## config.mk

```make
export PLATFORM = sky130hd
export DESIGN_NAME = sub32_pipe
export DESIGN_NICKNAME = d
export VERILOG_FILES = /design/src/rtl/sub32_pkg.sv /design/src/rtl/sub32_pipe_sub_half.sv /design/src/rtl/sub32_pipe.sv
export SDC_FILE = /design/constraint.sdc
export NUM_CORES = 1
export LEC_CHECK = 0
export ABC_AREA = 1
export BUFFER_PORTS_ARGS = -buffer_cell sky130_fd_sc_hd__buf_2
export CORE_UTILIZATION = 58
export CTS_BUF_LIST = sky130_fd_sc_hd__clkbuf_2 sky130_fd_sc_hd__clkbuf_4 sky130_fd_sc_hd__clkbuf_8
export DETAILED_ROUTE_END_ITERATION = 8
export PLACE_DENSITY = 0.83
export SLEW_MARGIN = 20
export SYNTH_ARGS = -nofsm -noshare
export SYNTH_HDL_FRONTEND = slang
export SYNTH_SLANG_ARGS = --single-unit
```

## constraint.sdc

```tcl
create_clock -name clk -period 2 [get_ports clk]
set_input_delay 0.2 -clock clk [delete_from_list [all_inputs] [get_ports clk]]
set_output_delay 0.2 -clock clk [all_outputs]
set_load 0.05 [all_outputs]
```

## src/rtl/sub32_pkg.sv

```systemverilog
// sub32_pkg: shared constants and the stage-1 record for sub32_pipe.
package sub32_pkg;
  localparam int DEF_WIDTH = 32;
  localparam int HALF = DEF_WIDTH / 2;
  typedef struct packed {
    logic [HALF-1:0] d_lo;
    logic            b_lo;
    logic [HALF-1:0] x_hi;
    logic [HALF-1:0] y_hi;
  } s1_t;
endpackage

```

## src/rtl/sub32_pipe_sub_half.sv

```systemverilog
// sub_half: combinational half-width subtractor with borrow in/out.
module sub_half
  import sub32_pkg::*;
#(
  parameter int N = HALF
) (
  input  logic [N-1:0] a,
  input  logic [N-1:0] b,
  input  logic         bin,
  output logic [N-1:0] d,
  output logic         bout
);
  assign {bout, d} = {1'b0, a} - {1'b0, b} - {{N{1'b0}}, bin};
endmodule

```

## src/rtl/sub32_pipe.sv

```systemverilog
// sub32_pipe: two-stage valid/ready pipelined subtractor, low half in S1, high half in S2.
// Define SUB32_FLAGS_EN to add registered zero/ovf flag outputs.
module sub32_pipe
  import sub32_pkg::*;
#(
  parameter int WIDTH = DEF_WIDTH
) (
  input  logic             clk,
  input  logic             rst_n,
  input  logic             in_valid,
  output logic             in_ready,
  input  logic [WIDTH-1:0] x,
  input  logic [WIDTH-1:0] y,
  input  logic             bin,
  output logic             out_valid,
  input  logic             out_ready,
  output logic [WIDTH-1:0] diff,
  output logic             borrow
`ifdef SUB32_FLAGS_EN
  ,
  output logic             zero,
  output logic             ovf
`endif
);
  localparam int H = WIDTH / 2;
  s1_t s1;
  logic s1_valid, s2_adv, s1_adv, lo_b, hi_b;
  logic [H-1:0] lo_d, hi_d;
  assign s2_adv = !out_valid || out_ready;
  assign s1_adv = !s1_valid || s2_adv;
  assign in_ready = s1_adv;
  sub_half #(.N(H)) u_lo (.a(x[H-1:0]), .b(y[H-1:0]), .bin(bin), .d(lo_d), .bout(lo_b));
  sub_half #(.N(H)) u_hi (.a(s1.x_hi), .b(s1.y_hi), .bin(s1.b_lo), .d(hi_d), .bout(hi_b));
  always_ff @(posedge clk or negedge rst_n) begin
    if (!rst_n) begin
      s1_valid  <= 1'b0;
      s1        <= '0;
      out_valid <= 1'b0;
      diff      <= '0;
      borrow    <= 1'b0;
`ifdef SUB32_FLAGS_EN
      zero      <= 1'b0;
      ovf       <= 1'b0;
`endif
    end else begin
      if (s1_adv) begin
        s1_valid <= in_valid;
        if (in_valid) s1 <= '{d_lo: lo_d, b_lo: lo_b, x_hi: x[WIDTH-1:H], y_hi: y[WIDTH-1:H]};
      end
      if (s2_adv) begin
        out_valid <= s1_valid;
        if (s1_valid) begin
          diff   <= {hi_d, s1.d_lo};
          borrow <= hi_b;
`ifdef SUB32_FLAGS_EN
          zero   <= ({hi_d, s1.d_lo} == '0);
          // signed overflow: operand signs differ and result sign flips away from x
          ovf    <= (s1.x_hi[H-1] ^ s1.y_hi[H-1]) & (hi_d[H-1] ^ s1.x_hi[H-1]);
`endif
        end
      end
    end
  end
endmodule

```

==> Word-level counts from Yosys, hierarchy flattened <==
Cells that the tools add are included.
{ "word_totals": {"ff_bits": 84, "input_bits": 69, "elab_cells": 18} }
{ "classes": {"add_sub_neg": 4, "n_reduce_logical": 6} }
{ "op_table": {"columns": ["operator", "n"], "rows": [
  ["subtractor 16 x 16 -> 17 bit", 2],
  ["subtractor 17 x 1 -> 17 bit", 2],
  ["AND reduction 2 bit", 2],
  ["zero test 1 bit", 2],
  ["logical OR 1 bit", 2]
]} }

==> Longest topological paths before layout <==
{ "depth": {"ltp_word": 4, "ltp_mapped": 15, "depth_no_buf": 15} }

==> Hierarchy <==
Synthesis repeated with hierarchy kept, for this count alone.
{ "unflattened": {"cells_unflattened": 881, "hier_area_um2": 6019.5} }
{ "modules_own_cells": {"columns": ["module", "instances", "cells_each", "area_per_inst_um2", "seq_area_each_um2"], "rows": [
  ["sub32_pipe", 1, 363, 3326.9, 2102.0],
  ["sub_half", 2, 259, 1346.3, 0.0]
]} }

==> Least setup slack after synthesis <==
Ideal clock, no wire load.
{ "synth_path": {"kind": "register to register", "start": "reg s1[0] (netlist name)", "end": "reg diff[31]", "setup_time_ns": 0.118, "t_arrival_ns": 1.684, "path_slack_ns": 0.198, "path_stages_with_launch": 15, "n_path_buf": 0, "path_cell_list": "dfrtp_1 inv_1 fa_1 inv_1 ha_1 inv_1 nand2_1 nand2_1 nand2_1 nand2_1 nand2_2 nand2_1 nand3_1 nand3_1 nand2_1"} }
{ "synth_via": {"elab_chain_len": 2} }
{ "synth_rtl": {"columns": ["element", "line_no", "text"], "rows": [
  ["start: declaration", "sub32_pipe.sv:26", "s1_t s1;"],
  ["start signal: assignment", "sub32_pipe.sv:48", "if (in_valid) s1 <= '{d_lo: lo_d, b_lo: lo_b, x_hi: x[WIDTH-1:H], y_hi: y[WIDTH-1:H]};"],
  ["subtractor 16 x 16 -> 17 bit", "sub32_pipe_sub_half.sv:13", "assign {bout, d} = {1'b0, a} - {1'b0, b} - {{N{1'b0}}, bin};"],
  ["subtractor 17 x 1 -> 17 bit", "sub32_pipe_sub_half.sv:13", null],
  ["end signal: assignment", "sub32_pipe.sv:53", "diff <= {hi_d, s1.d_lo};"],
  ["end: declaration", "sub32_pipe.sv:17", "output logic [WIDTH-1:0] diff,"]
]} }
No other way between the ends.
A chain may end at the register's enable or synchronous reset.

==> Worst setup path after layout <==
{ "layout_path": {"start": "reg s1[32] (netlist name)", "end": "reg diff[27]"} }
{ "layout_via": {"elab_chain_len": 1} }
{ "layout_rtl": {"columns": ["element", "line_no"], "rows": [
  ["subtractor 17 x 1 -> 17 bit", "sub32_pipe_sub_half.sv:13"]
]} }
No other way between the ends.

==> impl_metrics.yaml <==
run_status:
  status: "complete, no violations"
sta:
  skew_ps: 11.0
  maxSlewViolCount: 0
  min_period_ps: 1950
  layout_setup_ws_ps: 45.6
  hold_violations: 0
  tightest_slew_ps: 541
  finalSetupViolCount: 0
  hold-worst-slack_ps: 36.4
  maxSlewHeadroom_pct: 63.9
  rsz0062_at_grt: "yes"
  clock.fmax_mhz: 512
  layout_worst_path_cycle_share_pct: 97.7
global_route:
  busiest_layer: "met2"
  use_met3_pct: 3.31
  grt_use_met2_pct: 44.1
  grt_remaining_overflow: 0
  met1_usage_pct: 30.2
  grt_pass1_wl_um: 20400
  grt_pass1_vias: 4782
  grt_max_degree: 61
  grtUsageTotal_pct: 25.1
  antenna_found_initial: 0
setup_path:
  path_class: "flop to flop"
  r2r-end: "diff[27]$_DFFE_PN0P_"
  crit_fanout: 3
  reg2regPathDepth: 15
  reg2reg_from: "s1[32]$_DFFE_PN0P_"
  required_ps: 2300
  worstSetupEndpointType: "flop"
  cp.arrival_ps: 2250
  rrSetupSlack_ps: 50
  crit_path_start_kind: "flop"
hold_path:
  hold_start: "y[29]"
  hold_end: "s1[13]$_DFFE_PN0P_"
  hold_depth: 3
  worstHoldPathType: "primary input to flop"
floorplanning:
  num_rows: 35
  die_y_um: 101
  start_util_pct: 60.9
  dieArea_um2: 10300
  ios: 104
  core_area_um2: 9420
  die_x_um: 101
route:
  drc_errors: 0
  drtAntennaViolNets: 0
  vias_per_cell: 4.85
  vias: 5170
  wl_per_cell_um: 11.8
  drt_iter0_drc: 156
  wl_um: 12600
  dr.pass1.iters: 4
clock_tree:
  insertion_delay_ps: 360
  cts_max_path_buffers: 2
  clkTransAtPathRegs_ps: 90
  cts_buffers: 9
  cts_root_buf: "clkbuf_8"
  cts.sinks: 84
  cts_tree: "done"
  h-tree-depth: 3
synthesis:
  synth-edff-count: 0
  yosys_warnings: 0
  synth_nets: 957
  synth.top_cell.area_share_pct: 36.7
  netlist_area_um2: 5730
  synth_top_cell_by_area: "dfrtp_1"
  synth.distinct_cells: 23
  avgSynthCellArea_um2: 6.95
  yosysMostFrequentCell: "nand2_1"
  ys.flop_type: "dfrtp_1"
  seq_area_frac_synth_pct: 36.7
  synth-seq-cells: 84
  synthTopCellsByCount: "nand2_1 (333), inv_1 (185), dfrtp_1 (84)"
  netlist_instances: 824
  async_reset_ff_share_pct: 100
  synthTopCellsByArea: "dfrtp_1 (37%), nand2_1 (22%), ha_1 (13%)"
finish:
  final_nets: 1065
  finalNonFillerCells: 1066
  area_growth_pct: 19.6
  finalInstanceArea_um2: 6850
  diodes: 0
  layout-drive-gt1-share_pct: 19.0
flow_run:
  max_cap_viol_count: 0
place:
  placed_area_um2: 6380
  place_ws_ps: 23.2
  dpl.hpwl_um: 8950
  place_inst: 1046
  gp_congestion: 0.900
  portBuffers: 103
pwr:
  leakagePower_nw: 4.14
  powerDensity_nw_per_um2: 1220
  ir_worst_vdd_uv: 611
-- report_power, final --
part           internal [mW]  switching [mW]  total (mW)
combinational           1.46            3.02        4.48
sequential              2.18           0.292        2.48
clock                  0.723           0.672        1.39
-- layer usage --
metal | share of wire (%) | vias to the layer above
met1 | 43 | 2352
li1 | - | 2657
met3 | 3.7 | 37
met4 | 3.2 | 0
met5 | 0 | -
met2 | 50 | 124
-- how the worst max path moves through the flow --
stage                       start                   end
2_1_floorplan   s1[0]$_DFFE_PN0P_  diff[31]$_DFFE_PN0P_
3_3_place_gp    s1[0]$_DFFE_PN0P_    borrow$_DFFE_PN0P_
3_5_place_dp    s1[0]$_DFFE_PN0P_  diff[30]$_DFFE_PN0P_
4_1_cts         s1[0]$_DFFE_PN0P_  diff[30]$_DFFE_PN0P_
5_1_grt        s1[26]$_DFFE_PN0P_  diff[31]$_DFFE_PN0P_
6_report       s1[32]$_DFFE_PN0P_  diff[27]$_DFFE_PN0P_
-- cell type report --
cell class | count | area [um^2]
tap | 129 | 161
fill | 769 | 2560
multi-input combinational | 537 | 3040
inverter | 187 | 702
timing repair buffer | 113 | 621
sequential | 84 | 2100
clock inverter | 7 | 105
clock buffer | 9 | 124
-- per-stage QoR --
step                      utilization, %  setup TNS [ps]  total power [mW]
after floorplan                        -               0              5.57
after global placement              67.8               0              6.46
after detailed placement            67.8               0              6.55
after CTS                           70.5               0              8.00
after global routing                72.8            -296              8.97
final                               72.8               0              8.36
-- registers in the layout, summed over array words and instances, names as in the netlist --
name and flops:
s1_valid 1, borrow 1, s1 49, diff 32
out_valid 1
-- cell usage in the layout, fill, tap and decap left out, types with 2 or more instances in the layout --
cell and instances:
nand2_1 318, fa_2 2, buf_2 102, a31oi_1 2
inv_1 181, nand3b_1 3, nand2_4 2, o21ai_1 4
xnor2_1 13, buf_12 2, fa_1 2, nor3_1 6
o21ai_0 31, inv_2 6, a21oi_2 3, ha_2 3
buf_4 8, ha_1 47, ha_4 10, nand3_1 29
inv_6 2, clkbuf_8 9, a21oi_1 13, dfrtp_1 84
nor2_1 23, nand2_2 19, or2_2 2, and2_1 2
bufinv_16 2
-- critical path, stage by stage, from the launching register on --
cell and delay (ps):
dfrtp_1 370, inv_2 50, fa_2 580, inv_2 50, ha_4 150, inv_2 40, nand2_2 50, nand2_2 70
nand2_2 50, nand2_2 90, nand2_4 60, nand2_2 70, nand2_1 50, nand2_1 60, nand3_1 70, nand2_1 90
-- cells by family after synthesis --
| kind of cell | count (synthesis) | synth area share, % |
|---|---|---|
| simple gates | 406 | 28.1 |
| fa+ha+maj | 64 | 14.5 |
| compound gates | 53 | 4.67 |
| flops | 84 | 36.7 |
| xor+xnor | 14 | 2.14 |
| buf+inv | 203 | 13.9 |
-- repair_timing --
item	4_1_cts	5_1_grt
setup buffers	0	3
pin swaps	0	8
endpoints found under the setup margin	4	11
gates resized for setup	4	39
endpoints found under the hold margin	39	0
hold buffers	1	0
Note: power is estimated with default switching activity, not from simulation.
